==> config.mk <==
export PLATFORM = sky130hd
export DESIGN_NAME = pwm_multi_channel
export DESIGN_NICKNAME = d
export VERILOG_FILES = /design/src/rtl/pwm_multi_channel.sv
export SDC_FILE = /design/constraint.sdc
export NUM_CORES = 1
export LEC_CHECK = 0
export CAP_MARGIN = 20
export CORE_AREA = 2 2 81 114
export CTS_CLUSTER_DIAMETER = 200
export DETAILED_ROUTE_END_ITERATION = 8
export DIE_AREA = 0 0 83 116
export PLACE_DENSITY_LB_ADDON = 0.12
export RECOVER_POWER = 50
export SYNTH_ARGS = -nofsm -noshare
export SYNTH_HDL_FRONTEND = slang
export SYNTH_SLANG_ARGS = --single-unit
==> constraint.sdc <==
create_clock -name clk -period 2.8 [get_ports clk]
set_clock_uncertainty 0.15 [all_clocks]
set_input_delay 0.7 -clock clk [delete_from_list [all_inputs] [get_ports clk]]
set_output_delay 0.7 -clock clk [all_outputs]
set_load 0.005 [all_outputs]
==> src/rtl/pwm_multi_channel.sv <==
// Multi-channel PWM with one shared period counter and double-buffered period/duty registers.
// Optional dead-time insertion on the high/low output pairs is built when PWM_DEADTIME_EN is defined.
module pwm_multi_channel #(
    parameter int WIDTH    = 8,
    parameter int NUM_CH   = 4,
    parameter int DT_WIDTH = 4,
    localparam int SEL_W   = $clog2(NUM_CH + 1)
) (
    input  logic                clk,
    input  logic                rst,
    input  logic                en,
    input  logic                center_mode,
    input  logic                cfg_wr,
    input  logic [SEL_W-1:0]    cfg_sel,
    input  logic [WIDTH-1:0]    cfg_data,
    input  logic [DT_WIDTH-1:0] dead_time,
    output logic [NUM_CH-1:0]   pwm_h,
    output logic [NUM_CH-1:0]   pwm_l,
    output logic                period_done
);

    typedef enum logic {
        DIR_UP   = 1'b0,
        DIR_DOWN = 1'b1
    } dir_t;

    localparam logic [WIDTH-1:0] ONE = WIDTH'(1);

    logic [WIDTH-1:0]             cnt;
    logic [WIDTH-1:0]             cnt_n;
    dir_t                         dir;
    dir_t                         dir_n;
    logic                         boundary;
    logic                         commit;

    logic [WIDTH-1:0]             per_sh;
    logic [WIDTH-1:0]             per_act;
    logic [WIDTH-1:0]             per_last;
    logic [NUM_CH-1:0][WIDTH-1:0] duty_sh;
    logic [NUM_CH-1:0][WIDTH-1:0] duty_act;
    logic                         mode_act;

    logic [NUM_CH-1:0]            raw;
    logic [NUM_CH-1:0]            h_q;
    logic [NUM_CH-1:0]            l_q;
    logic                         done_q;
    logic [NUM_CH-1:0]            en_mask;

    // Shadow registers: writes are always accepted, out-of-range selects fall through.
    always_ff @(posedge clk) begin
        if (rst) begin
            per_sh  <= '0;
            duty_sh <= '0;
        end else if (cfg_wr) begin
            if (cfg_sel == SEL_W'(NUM_CH)) begin
                per_sh <= cfg_data;
            end
            for (int i = 0; i < NUM_CH; i++) begin
                if (cfg_sel == SEL_W'(i)) begin
                    duty_sh[i] <= cfg_data;
                end
            end
        end
    end

    assign per_last = per_act - ONE;

    // Counter next-state; every boundary path restarts at 0 counting up.
    always_comb begin
        cnt_n    = cnt;
        dir_n    = dir;
        boundary = 1'b0;
        if (!en) begin
            cnt_n = '0;
            dir_n = DIR_UP;
        end else if (!mode_act) begin
            dir_n = DIR_UP;
            if (cnt == per_act) begin
                boundary = 1'b1;
                cnt_n    = '0;
            end else begin
                cnt_n = cnt + ONE;
            end
        end else if (per_act == '0) begin
            boundary = 1'b1;
            cnt_n    = '0;
            dir_n    = DIR_UP;
        end else begin
            case (dir)
                DIR_UP: begin
                    if (cnt == per_last) begin
                        dir_n = DIR_DOWN;
                    end else begin
                        cnt_n = cnt + ONE;
                    end
                end
                DIR_DOWN: begin
                    if (cnt == '0) begin
                        boundary = 1'b1;
                        dir_n    = DIR_UP;
                    end else begin
                        cnt_n = cnt - ONE;
                    end
                end
                default: begin
                    cnt_n = '0;
                    dir_n = DIR_UP;
                end
            endcase
        end
    end

    assign commit = ~en | boundary;

    always_ff @(posedge clk) begin
        if (rst) begin
            cnt      <= '0;
            dir      <= DIR_UP;
            per_act  <= '0;
            duty_act <= '0;
            mode_act <= 1'b0;
        end else begin
            cnt <= cnt_n;
            dir <= dir_n;
            if (commit) begin
                per_act  <= per_sh;
                duty_act <= duty_sh;
                mode_act <= center_mode;
            end
        end
    end

    always_comb begin
        raw = '0;
        for (int i = 0; i < NUM_CH; i++) begin
            raw[i] = (cnt < duty_act[i]);
        end
    end

    always_ff @(posedge clk) begin
        if (rst) begin
            h_q    <= '0;
            l_q    <= '0;
            done_q <= 1'b0;
        end else begin
            h_q    <= en ? raw : '0;
            l_q    <= en ? ~raw : '0;
            done_q <= en & boundary;
        end
    end

    // Outputs are forced low in any cycle the block is not enabled.
    assign en_mask     = {NUM_CH{en}};
    assign period_done = done_q & en;

`ifdef PWM_DEADTIME_EN
    localparam logic [DT_WIDTH-1:0] DT_MAX = '1;

    // Count how many cycles each registered phase has already been high.
    logic [NUM_CH-1:0][DT_WIDTH-1:0] h_run;
    logic [NUM_CH-1:0][DT_WIDTH-1:0] l_run;
    logic [NUM_CH-1:0]               h_ok;
    logic [NUM_CH-1:0]               l_ok;

    always_ff @(posedge clk) begin
        if (rst) begin
            h_run <= '0;
            l_run <= '0;
        end else begin
            for (int i = 0; i < NUM_CH; i++) begin
                if (h_q[i]) begin
                    h_run[i] <= (h_run[i] == DT_MAX) ? h_run[i] : h_run[i] + DT_WIDTH'(1);
                end else begin
                    h_run[i] <= '0;
                end
                if (l_q[i]) begin
                    l_run[i] <= (l_run[i] == DT_MAX) ? l_run[i] : l_run[i] + DT_WIDTH'(1);
                end else begin
                    l_run[i] <= '0;
                end
            end
        end
    end

    always_comb begin
        h_ok = '0;
        l_ok = '0;
        for (int i = 0; i < NUM_CH; i++) begin
            h_ok[i] = (h_run[i] >= dead_time);
            l_ok[i] = (l_run[i] >= dead_time);
        end
    end

    assign pwm_h = h_q & h_ok & en_mask;
    assign pwm_l = l_q & l_ok & en_mask;
`else
    logic unused_dead_time;
    assign unused_dead_time = ^dead_time;

    assign pwm_h = h_q & en_mask;
    assign pwm_l = l_q & en_mask;
`endif

endmodule
==> flow_summary.ini <==
[clocking]
clock_path_buffers = 2
cts_root_buf = clkbuf_16
cts_hold_buf = 0
ctsHtreeMaxLevel = 3
cts_buffers = 9
clkTransAtPathRegs_ns = 0.06
clk-insertion-delay-late_ns = 0.34
cts_sinks = 99
tritoncts = yes

[timing]
drv_slew = 0
max_clock_freq_mhz = 380
period_needed_ns = 2.63
fin_crit_sh_pct = 94.1
setup_viol_count_final = 0
relSlewSlack_pct = 47.4
hold_violations = 0
whs_ns = 0.305
layout_setup_ws_ns = 0.165
tightest_slew_ns = 0.789
rsz0062_at_grt = no

[pwr]
power_switching_share_pct = 22.9
p_switching_w = 0.000684
clockPowerShare_pct = 42.1
total_power_w = 0.00298
p_leak_nw = 2.44
ir_drop_v = 0.000439
p_seq_share_pct = 48.8
cellPowerDensity_nw_per_um2 = 523
internal_power_w = 0.00230
pwr-share-comb_pct = 9.1

[finish]
multiInputGateArea_um2 = 2720
fill_cells = 738
diodes = 0
seq_area_um2 = 1980
synthToLayoutAreaGrowth_pct = 13.6
layout-drive-gt1-share_pct = 7.74
nets = 654

[floorplan]
die-area_um2 = 9630
floorplan.initialDensity_pct = 58.6
rows = 40
die_x_um = 83
core-area_um2 = 8560
num_io_pins = 29
die_y_um = 116

[critical_path]
reg2reg_slack_ns = 0.17
end_kind = flip-flop
cp.required_ns = 2.92
path_cells = inv_1, ha_1, and2_1, o21a_1, o31a_2, or3_1, a21oi_2, mux2i_1
crit_fanout = 6
start_kind = flip-flop
cp_slowest_stage_delay_ns = 0.42
path_class = flip-flop to flip-flop
cp_slowest_cell = or3_1
arrival_ns = 2.75

[grt]
grt.overflow.total = 0
grt_pass1_wl_um = 18300
grt_pass1_vias = 3825
antenna_found_initial = 0
grt_max_degree = 81
grtUsageTotal_pct = 23.8

[detailed_routing]
dr_total_vias = 4034
wl_um = 11000
initialDrtViolationCount = 200
ant_nets = 0
wl_per_cell_um = 15.5
routed_via_density = 5.67
dr.pass1.iters = 4
drcViolationCount = 0

[placed_design]
dp_hpwl_um = 8110
io_buffers = 24
dpl_worst_slack_ns = -0.0249
gp_congestion = 0.889

[synthesis]
syn_avg_cell_area_um2 = 8.73
synthesis.nets = 627
ys_warn_count = 0
yosysSeqAreaShare_pct = 39.5
synthCells = 575
ys_dominant_reg_cell = dfxtp_1
ys_async_sr_fraction_pct = 0
synth-seq-cells = 99
synth_cell_types = 51
syn-cell-area_um2 = 5020
synth_edf_count = 0

[run_status]
status = complete, no violations

[flow_run]
cap_violations = 0

[worst_hold_path]
worstHoldPathType = flip-flop to flip-flop
==> metal layers <==
layer / vias to the layer above / part of all wire, % / track usage (%) / wire length (um)
met2: 94 / 49 / 42.4 / 5440
li1: 2026 / - / - / -
met3: 26 / 4.0 / 4.13 / 442
met5: - / 0 / 0 / 0
met1: 1888 / 43 / 27.2 / 4740
met4: 0 / 3.8 / 13.1 / 425
==> through the flow <==
stage | util (%) | cell area [um^2] | std cells | TNS (ns)
2_1_floorplan | - | 5020 | 575 | 0
3_3_place_gp | 63.2 | 5410 | 696 | -0.155
3_5_place_dp | 63.2 | 5410 | 696 | -0.185
4_1_cts | 66.8 | 5720 | 712 | 0
5_1_grt | 66.6 | 5700 | 712 | 0
6_report | 66.6 | 5700 | 712 | 0
==> layout make-up <==
cell class	instances	share of cell area, %
flip-flops and latches	99	34.8
clock inverters	4	0.856
well taps	105	2.30
inverters	36	2.37
repair buffers	48	7.44
clock buffers	12	4.50
multi-input cells	408	47.7
==> state kept, by name, indices dropped and copies added (netlist names) <==
register  cells
h_q           4
cnt           8
per_act       8
per_sh        8
mode_act      1
done_q        1
duty_act     32
dir           1
l_q           4
duty_sh      32
==> cells by family (layout without fill, tap and decap cells) <==
| logic type | after synthesis | after routing | synth area share (%) |
|---|---|---|---|
| xor+xnor | 13 | 13 | 2.27 |
| flops | 99 | 99 | 39.5 |
| buf+inv | 68 | 100 | 6.26 |
| fa+ha+maj | 32 | 32 | 7.98 |
| compound gates | 106 | 106 | 14.0 |
| simple gates | 197 | 197 | 18.0 |
| mux | 60 | 60 | 12.0 |
==> power by group through the flow <==
stage	Sequential [W]	Clock, W	Combinational, W
final	0.00146	0.00125	0.000273
after global routing	0.00146	0.00133	0.000296
after CTS	0.00146	0.00128	0.000276
after detailed placement	0.00149	0	0.000275
after global placement	0.00149	0	0.000269
after floorplan	0.00148	0	0.000190
==> cell usage after synthesis (7+ instances only) <==
cell type / n / area share (%)
a211oi_1: 7 / 1.0
nand2_1: 66 / 4.9
clkbuf_1: 22 / 1.6
a21o_1: 14 / 2.1
inv_1: 36 / 2.7
ha_1: 32 / 8.0
nand3_1: 12 / 1.2
xnor2_1: 7 / 1.2
nor2_1: 67 / 5.0
and2_1: 15 / 1.9
dfxtp_1: 99 / 39
nor3_1: 10 / 1.0
a21oi_1: 39 / 3.9
mux2i_1: 60 / 12
o21ai_0: 11 / 1.1
==> final timing paths <==
path,start,endpoint,depth (start not counted)
setup / recovery,per_act[0]$_SDFFE_PP0P_,cnt[5]$_SDFFE_PP0P_,8
hold / removal,duty_sh[1]$_SDFFE_PP0P_,duty_sh[1]$_SDFFE_PP0P_,2
setup reg to reg,per_act[0]$_SDFFE_PP0P_,cnt[5]$_SDFFE_PP0P_,8
hold reg to reg,duty_sh[1]$_SDFFE_PP0P_,duty_sh[1]$_SDFFE_PP0P_,2
==> what timing repair did <==
action                     CTS  global route
gates resized for setup      1             2
pin swaps                    0             0
setup endpoints to repair    9             6
setup buffers                0             0
==> layout by cell type, fill, tap and decap left out, drive strengths merged, types with 2 or more instances in the layout <==
cell type | Yosys | routed
a211oi | 7 | 7
a21o | 14 | 14
a21oi | 40 | 40
a22o | 4 | 4
a22oi | 2 | 2
a31oi | 3 | 3
and2 | 15 | 15
and3 | 7 | 7
buf | 10 | 21
clkbuf | 22 | 16
clkdlybuf4s50 | 0 | 18
clkinv | 0 | 3
dfxtp | 99 | 99
dlygate4sd3 | 0 | 4
ha | 32 | 32
inv | 36 | 36
mux2i | 60 | 60
nand2 | 66 | 66
nand2b | 6 | 6
nand3 | 12 | 12
nor2 | 67 | 67
nor2b | 3 | 3
nor3 | 10 | 10
nor4 | 4 | 4
o211ai | 3 | 3
o21a | 4 | 4
o21ai | 12 | 12
o31ai | 2 | 2
o32ai | 5 | 5
xnor2 | 7 | 7
xor2 | 6 | 6
==> critical path: cells and delay by family (launching register included) <==
| family | cells | cell delay, ns |
|---|---|---|
| mux | 1 | 0.23 |
| fa+ha+maj | 1 | 0.26 |
| buf+inv | 1 | 0.06 |
| flops | 1 | 0.38 |
| simple gates | 2 | 0.63 |
| compound gates | 3 | 0.86 |
Power figures use the tool's default switching activity.
